**src/rtl/alu_core_if.sv**
```systemverilog
// alu_core_if: operand/result bundle for the RV32I execute-stage ALU.
//
// Signals:
//   En          - register load enable (1 = load, 0 = hold / pipeline stall)
//   SrcA, SrcB  - operands (SrcB[4:0] is the shift amount)
//   Operation   - 4-bit operation select from the ALU control decoder
//   ALUResult   - combinational result
//   Zero        - combinational, 1 when ALUResult == 0
//   ALUResultQ  - registered ALUResult
//   ZeroQ       - registered Zero
//   Carry/Overflow/Negative and their Q copies exist only when ALU_FLAGS_EN
//   is defined.
//
// Transfer rule: there is no valid/ready pair. The combinational outputs
// always reflect the current inputs. The registered outputs capture them on
// every rising clk edge where En is 1, and hold when En is 0.
//
// Modports: master drives operands/control (decoder or bench); slave is the ALU.
interface alu_core_if #(parameter int WIDTH = 32);
  logic             En;
  logic [WIDTH-1:0] SrcA;
  logic [WIDTH-1:0] SrcB;
  logic [3:0]       Operation;
  logic [WIDTH-1:0] ALUResult;
  logic             Zero;
  logic [WIDTH-1:0] ALUResultQ;
  logic             ZeroQ;
`ifdef ALU_FLAGS_EN
  logic             Carry;
  logic             Overflow;
  logic             Negative;
  logic             CarryQ;
  logic             OverflowQ;
  logic             NegativeQ;
`endif

  modport master (
    output En, SrcA, SrcB, Operation,
    input  ALUResult, Zero, ALUResultQ, ZeroQ
`ifdef ALU_FLAGS_EN
    , input Carry, Overflow, Negative, CarryQ, OverflowQ, NegativeQ
`endif
  );

  modport slave (
    input  En, SrcA, SrcB, Operation,
    output ALUResult, Zero, ALUResultQ, ZeroQ
`ifdef ALU_FLAGS_EN
    , output Carry, Overflow, Negative, CarryQ, OverflowQ, NegativeQ
`endif
  );
endinterface

```
**src/rtl/alu_core.sv**
```systemverilog
// alu_core: 32-bit integer ALU for the pipelined RV32I execute stage.
//
// It produces a combinational result plus a Zero flag for the branch and
// forwarding paths. It also produces a registered copy of both for the
// EX/MEM boundary.
//
// Ports:
//   clk    - rising-edge clock for the output register
//   reset  - asynchronous active-low reset for the output register
//   bus    - alu_core_if.slave (En, SrcA, SrcB, Operation, ALUResult, Zero,
//            ALUResultQ, ZeroQ, plus flag signals when enabled)
//
// Optional feature: define ALU_FLAGS_EN to add the Carry, Overflow and
// Negative outputs and their registered copies. When it is not defined,
// those signals do not exist and the core behaviour is unchanged.
//
// Operation codes: 0000 AND, 0001 OR, 0010 ADD, 0011 XOR, 0110 SUB, 0111 SLL,
// 1000 SRL, 1001 SLT, 1010 SLTU, 1011 SRA. Every other code gives 0.
module alu_core #(
  parameter int WIDTH = 32
) (
  input logic       clk,
  input logic       reset,
  alu_core_if.slave bus
);

  localparam int SHW = $clog2(WIDTH);

  localparam logic [3:0] OP_AND  = 4'b0000;
  localparam logic [3:0] OP_OR   = 4'b0001;
  localparam logic [3:0] OP_ADD  = 4'b0010;
  localparam logic [3:0] OP_XOR  = 4'b0011;
  localparam logic [3:0] OP_SUB  = 4'b0110;
  localparam logic [3:0] OP_SLL  = 4'b0111;
  localparam logic [3:0] OP_SRL  = 4'b1000;
  localparam logic [3:0] OP_SLT  = 4'b1001;
  localparam logic [3:0] OP_SLTU = 4'b1010;
  localparam logic [3:0] OP_SRA  = 4'b1011;

  logic [WIDTH-1:0] a;
  logic [WIDTH-1:0] b;
  logic [SHW-1:0]   shamt;
  logic [WIDTH-1:0] result;
  logic             zero;

  assign a     = bus.SrcA;
  assign b     = bus.SrcB;
  // Only the low bits select the shift distance; the upper SrcB bits are ignored.
  assign shamt = b[SHW-1:0];

  always_comb begin
    result = '0;
    case (bus.Operation)
      OP_AND:  result = a & b;
      OP_OR:   result = a | b;
      OP_ADD:  result = a + b;
      OP_XOR:  result = a ^ b;
      OP_SUB:  result = a - b;
      OP_SLL:  result = a << shamt;
      OP_SRL:  result = a >> shamt;
      OP_SLT:  result = {{(WIDTH-1){1'b0}}, ($signed(a) < $signed(b))};
      OP_SLTU: result = {{(WIDTH-1){1'b0}}, (a < b)};
      OP_SRA:  result = $unsigned($signed(a) >>> shamt);
      default: result = '0;
    endcase
  end

  assign zero          = ~|result;
  assign bus.ALUResult = result;
  assign bus.Zero      = zero;

  // Reset value is 0 with Zero = 1, so ZeroQ always equals (ALUResultQ == 0).
  always_ff @(posedge clk or negedge reset) begin
    if (!reset) begin
      bus.ALUResultQ <= '0;
      bus.ZeroQ      <= 1'b1;
    end else if (bus.En) begin
      bus.ALUResultQ <= result;
      bus.ZeroQ      <= zero;
    end
  end

`ifdef ALU_FLAGS_EN
  logic [WIDTH:0] sum_ext;
  logic [WIDTH:0] diff_ext;
  logic           carry;
  logic           overflow;

  assign sum_ext  = {1'b0, a} + {1'b0, b};
  assign diff_ext = {1'b0, a} - {1'b0, b};

  always_comb begin
    carry    = 1'b0;
    overflow = 1'b0;
    case (bus.Operation)
      OP_ADD: begin
        carry    = sum_ext[WIDTH];
        // Operands share a sign but the sum has the other sign.
        overflow = (a[WIDTH-1] == b[WIDTH-1]) && (sum_ext[WIDTH-1] != a[WIDTH-1]);
      end
      OP_SUB: begin
        // The extended subtraction borrows out of the top bit when A < B,
        // so carry is the inverted borrow (A >= B unsigned).
        carry    = ~diff_ext[WIDTH];
        overflow = (a[WIDTH-1] != b[WIDTH-1]) && (diff_ext[WIDTH-1] != a[WIDTH-1]);
      end
      default: begin
        carry    = 1'b0;
        overflow = 1'b0;
      end
    endcase
  end

  assign bus.Carry    = carry;
  assign bus.Overflow = overflow;
  assign bus.Negative = result[WIDTH-1];

  always_ff @(posedge clk or negedge reset) begin
    if (!reset) begin
      bus.CarryQ    <= 1'b0;
      bus.OverflowQ <= 1'b0;
      bus.NegativeQ <= 1'b0;
    end else if (bus.En) begin
      bus.CarryQ    <= carry;
      bus.OverflowQ <= overflow;
      bus.NegativeQ <= result[WIDTH-1];
    end
  end
`endif

endmodule

```
**src/flat_wrapper.sv**
```systemverilog
// flat-port wrapper written by rule: the top's interface ports become plain ports
module alu_core_flat 
#(
  parameter int WIDTH = 32
)
  (clk, reset, bus_En, bus_SrcA, bus_SrcB, bus_Operation, bus_ALUResult, bus_Zero, bus_ALUResultQ, bus_ZeroQ);
  alu_core_if #(.WIDTH(WIDTH)) bus_i ();
  input logic clk;
  input logic reset;
  input wire logic [$bits(bus_i.En)-1:0] bus_En;
  input wire logic [$bits(bus_i.SrcA)-1:0] bus_SrcA;
  input wire logic [$bits(bus_i.SrcB)-1:0] bus_SrcB;
  input wire logic [$bits(bus_i.Operation)-1:0] bus_Operation;
  output wire logic [$bits(bus_i.ALUResult)-1:0] bus_ALUResult;
  output wire logic [$bits(bus_i.Zero)-1:0] bus_Zero;
  output wire logic [$bits(bus_i.ALUResultQ)-1:0] bus_ALUResultQ;
  output wire logic [$bits(bus_i.ZeroQ)-1:0] bus_ZeroQ;
  assign bus_i.En = bus_En;
  assign bus_i.SrcA = bus_SrcA;
  assign bus_i.SrcB = bus_SrcB;
  assign bus_i.Operation = bus_Operation;
  assign bus_ALUResult = bus_i.ALUResult;
  assign bus_Zero = bus_i.Zero;
  assign bus_ALUResultQ = bus_i.ALUResultQ;
  assign bus_ZeroQ = bus_i.ZeroQ;
  alu_core #(.WIDTH(WIDTH)) u_core (.clk(clk), .reset(reset), .bus(bus_i));
endmodule
```
**config.mk**
```make
export PLATFORM = sky130hd
export DESIGN_NAME = alu_core_flat
export DESIGN_NICKNAME = d
export VERILOG_FILES = /design/src/rtl/alu_core_if.sv /design/src/rtl/alu_core.sv /design/src/flat_wrapper.sv
export SDC_FILE = /design/constraint.sdc
export NUM_CORES = 1
export LEC_CHECK = 0
export ABC_AREA = 1
export CAP_MARGIN = 20
export CORE_ASPECT_RATIO = 0.9
export CORE_MARGIN = 2
export CORE_UTILIZATION = 35
export CTS_BUF_LIST = sky130_fd_sc_hd__clkbuf_8
export DETAILED_ROUTE_END_ITERATION = 8
export PLACE_DENSITY_LB_ADDON = 0.15
export SLEW_MARGIN = 20
export SYNTH_ARGS = -nofsm -noshare
export SYNTH_HDL_FRONTEND = slang
export SYNTH_SLANG_ARGS = --single-unit
```
**constraint.sdc**
```tcl
create_clock -name clk -period 7.2 [get_ports clk]
set_clock_uncertainty 0.15 [all_clocks]
set_input_delay 2.16 -clock clk [delete_from_list [all_inputs] [get_ports clk]]
set_output_delay 2.16 -clock clk [all_outputs]
set_load 0.005 [all_outputs]
```
==> metrics.txt <==
crit-path max FO 4; Clk pin slew, worst setup/hold paths 0.08 ns; Yosys top cell area share 24.78%; #FFs+latches synth 33; final net count 3176; Fmax achieved 138.8 MHz; worst skew pair latency 0.31 ns; cts hold-fix bufs 0; vias post-DR 18410; fin crit share 100.0%; min cycle time layout 7.203 ns; largest net degree at the start of global routing 72; root buffer cell clkbuf_8; initial core utilization 35.78%; antenna cells 0; setup TNS -0.003199 ns; maximum clock insertion buffer count 2; top_reg_cell synth dfrtp_1; WP data required 4.89 ns; critical path capture point type primary output; IO Count 137; end-of-flow core utilization 60.12%; vias per cell 5.326; overall global routing resource usage 39.36%; PwrDens 97.99 mW/mm2; first-pass detailed-route iteration total 8; Post-DP HPWL 59.72 mm; Synth Cell Area 0.01187 mm2; initial antenna violation count 2; Yosys top cell by area nand2_1; 1st-iter DRT viols 2153; area delta synth->final 68.03%; Worst Hold Class reg -> reg; syn nets 2532; vias in the first global route 17230; final number of setup-violating endpoints 1; final cell count without fillers 3457; yosys warns 0; status finished with violations; Final WS setup -0.003199 ns; PortBufs 136; GR Overflow Total 0; ys async rst share 100.0%; Num CTS Buffers 5; fin. max-slew vios 0; Layout fillers 3390; first-pass GRT wire length 103.4 mm; Worst Path Arrival 4.89 ns; Worst Max-Slew Pin Slew 0.7124 ns; unrepaired setup endpoints after global routing true; full die area 0.03542 mm2; Peak VDD IR 86.48 uV; Pleak 10.85 nW; number of synthesized flops with an enable pin 0; synth unique cells 46; Die Wd 198.2 um; slew margin rel. 52.50%; TritonCTS clock tree yes; Avg Cell Area, Syn 5.038 um2; cell row count 63; critical path class in -> out; sequential area share after synthesis 6.965%; RePlAce Congestion 1.109; count leader, synth nand2_1; Worst Hold Slack 0.3260 ns; DP Cell Count 3411; DIE HEIGHT 178.7 um; Max Cap Violations 0; reg-to-reg slack, setup 6.31 ns; layout cells sized above 1 36.64%; CTS sink count 33; Place WS -1.343 ns; WL/cell 20.74 um; H-tree depth 2; failing checks setup timing; core footprint 0.03319 mm2; synth top area cells nand2_1 (25%), nand3_1 (19%), ha_1 (11%); synth cell count leaders nand2_1 (784), nand3_1 (448), inv_1 (325); Hold Vio Cnt, Final 0; Routed Wire Length 71.69 mm; Startpoint Class input pin; number of remaining DRC errors 0; Final ANT Viol Nets 0; Mapped Cells 2357
worst paths after layout:
kind | start | end | cells past startpoint
setup / recovery | bus_SrcA[3] | bus_Zero | 22
hold / removal | u_core.bus.ZeroQ | u_core.bus.ZeroQ | 2
setup reg to reg | u_core.bus.ZeroQ | u_core.bus.ZeroQ | 2
hold reg to reg | u_core.bus.ZeroQ | u_core.bus.ZeroQ | 2
max in group asynchronous | reset | u_core.bus.ZeroQ | 2
min in group asynchronous | reset | u_core.bus.ALUResultQ[27] | 2
placed cells by master (no fill, tap or decap), types with 59 or more instances in the layout:
cell	netlist	routed
buf_4	7	571
ha_1	102	66
inv_1	325	266
nand2_1	784	670
nor2_1	240	148
inv_2	13	72
nand2_2	13	106
nor2_2	14	59
clkdlybuf4s50_1	0	67
nand3_1	448	399
timing repair:
item	CTS	global route
resized for setup	445	236
gates cloned	0	1
buffers inserted	29	10
endpoints found under the setup margin	33	25
pin swaps	113	109
power breakdown:
group	switching [mW]	internal, mW	total [mW]
combinational	0.897	0.688	1.58
sequential	0.0130	0.209	0.222
clock	0.0826	0.0658	0.148
total	0.992	0.963	1.95
cell type report:
class / count / area, um2 / area share (%)
clock buffers: 5 / 68.82 / 0.3449
flip-flops and latches: 33 / 827.0 / 4.145
inverters: 340 / 1284 / 6.434
multi-input cells: 1879 / 11100 / 55.64
well taps: 455 / 569.3 / 2.853
clock inverters: 3 / 13.76 / 0.06898
repair buffers: 742 / 6088 / 30.52
worst max-delay path, stage by stage:
cell,delay (ns)
dlygate4sd2_1,0.27
buf_4,0.16
ha_1,0.21
buf_4,0.15
inv_1,0.14
nand2_4,0.10
and2_4,0.20
nand2_2,0.09
nand3_4,0.14
nor2_2,0.11
nor2_1,0.04
nand2_1,0.05
nand2_1,0.07
inv_2,0.12
nand2_4,0.09
nor2_4,0.13
nand2_2,0.07
nor2_2,0.12
nand2_2,0.10
nor2_2,0.13
and2_4,0.15
buf_2,0.10
metal layers:
metal  global-route usage, %  vias up  wire length, um
li1                        -     8804                -
met1                   55.24     8550            31150
met2                   60.60      902            30450
met3                   6.922      151             7104
met4                   13.10        4             2957
met5                       0        -               26
logic make-up after synthesis:
| logic type | synth area share (%) |
|---|---|
| and+or+nand+nor | 56.66 |
| buffers and inverters | 15.50 |
| AOI/OAI and AO/OA | 9.716 |
| adders and majority gates | 11.09 |
| DFF | 6.965 |
| xor gates and xnor gates | 0.07378 |
stage by stage:
step           total power [mW]  cell area [um2]
6_report                  1.955            19950
3_5_place_dp              1.552            17600
3_3_place_gp              1.549            17600
2_1_floorplan            0.8073            11870
5_1_grt                   2.069            19950
4_1_cts                   1.848            19200
state kept, by name (all words and copies together) (netlist names):
signal	cells
u_core.bus.ZeroQ	1
u_core.bus.ALUResultQ	32
Note: power is estimated with default switching activity, not from simulation.
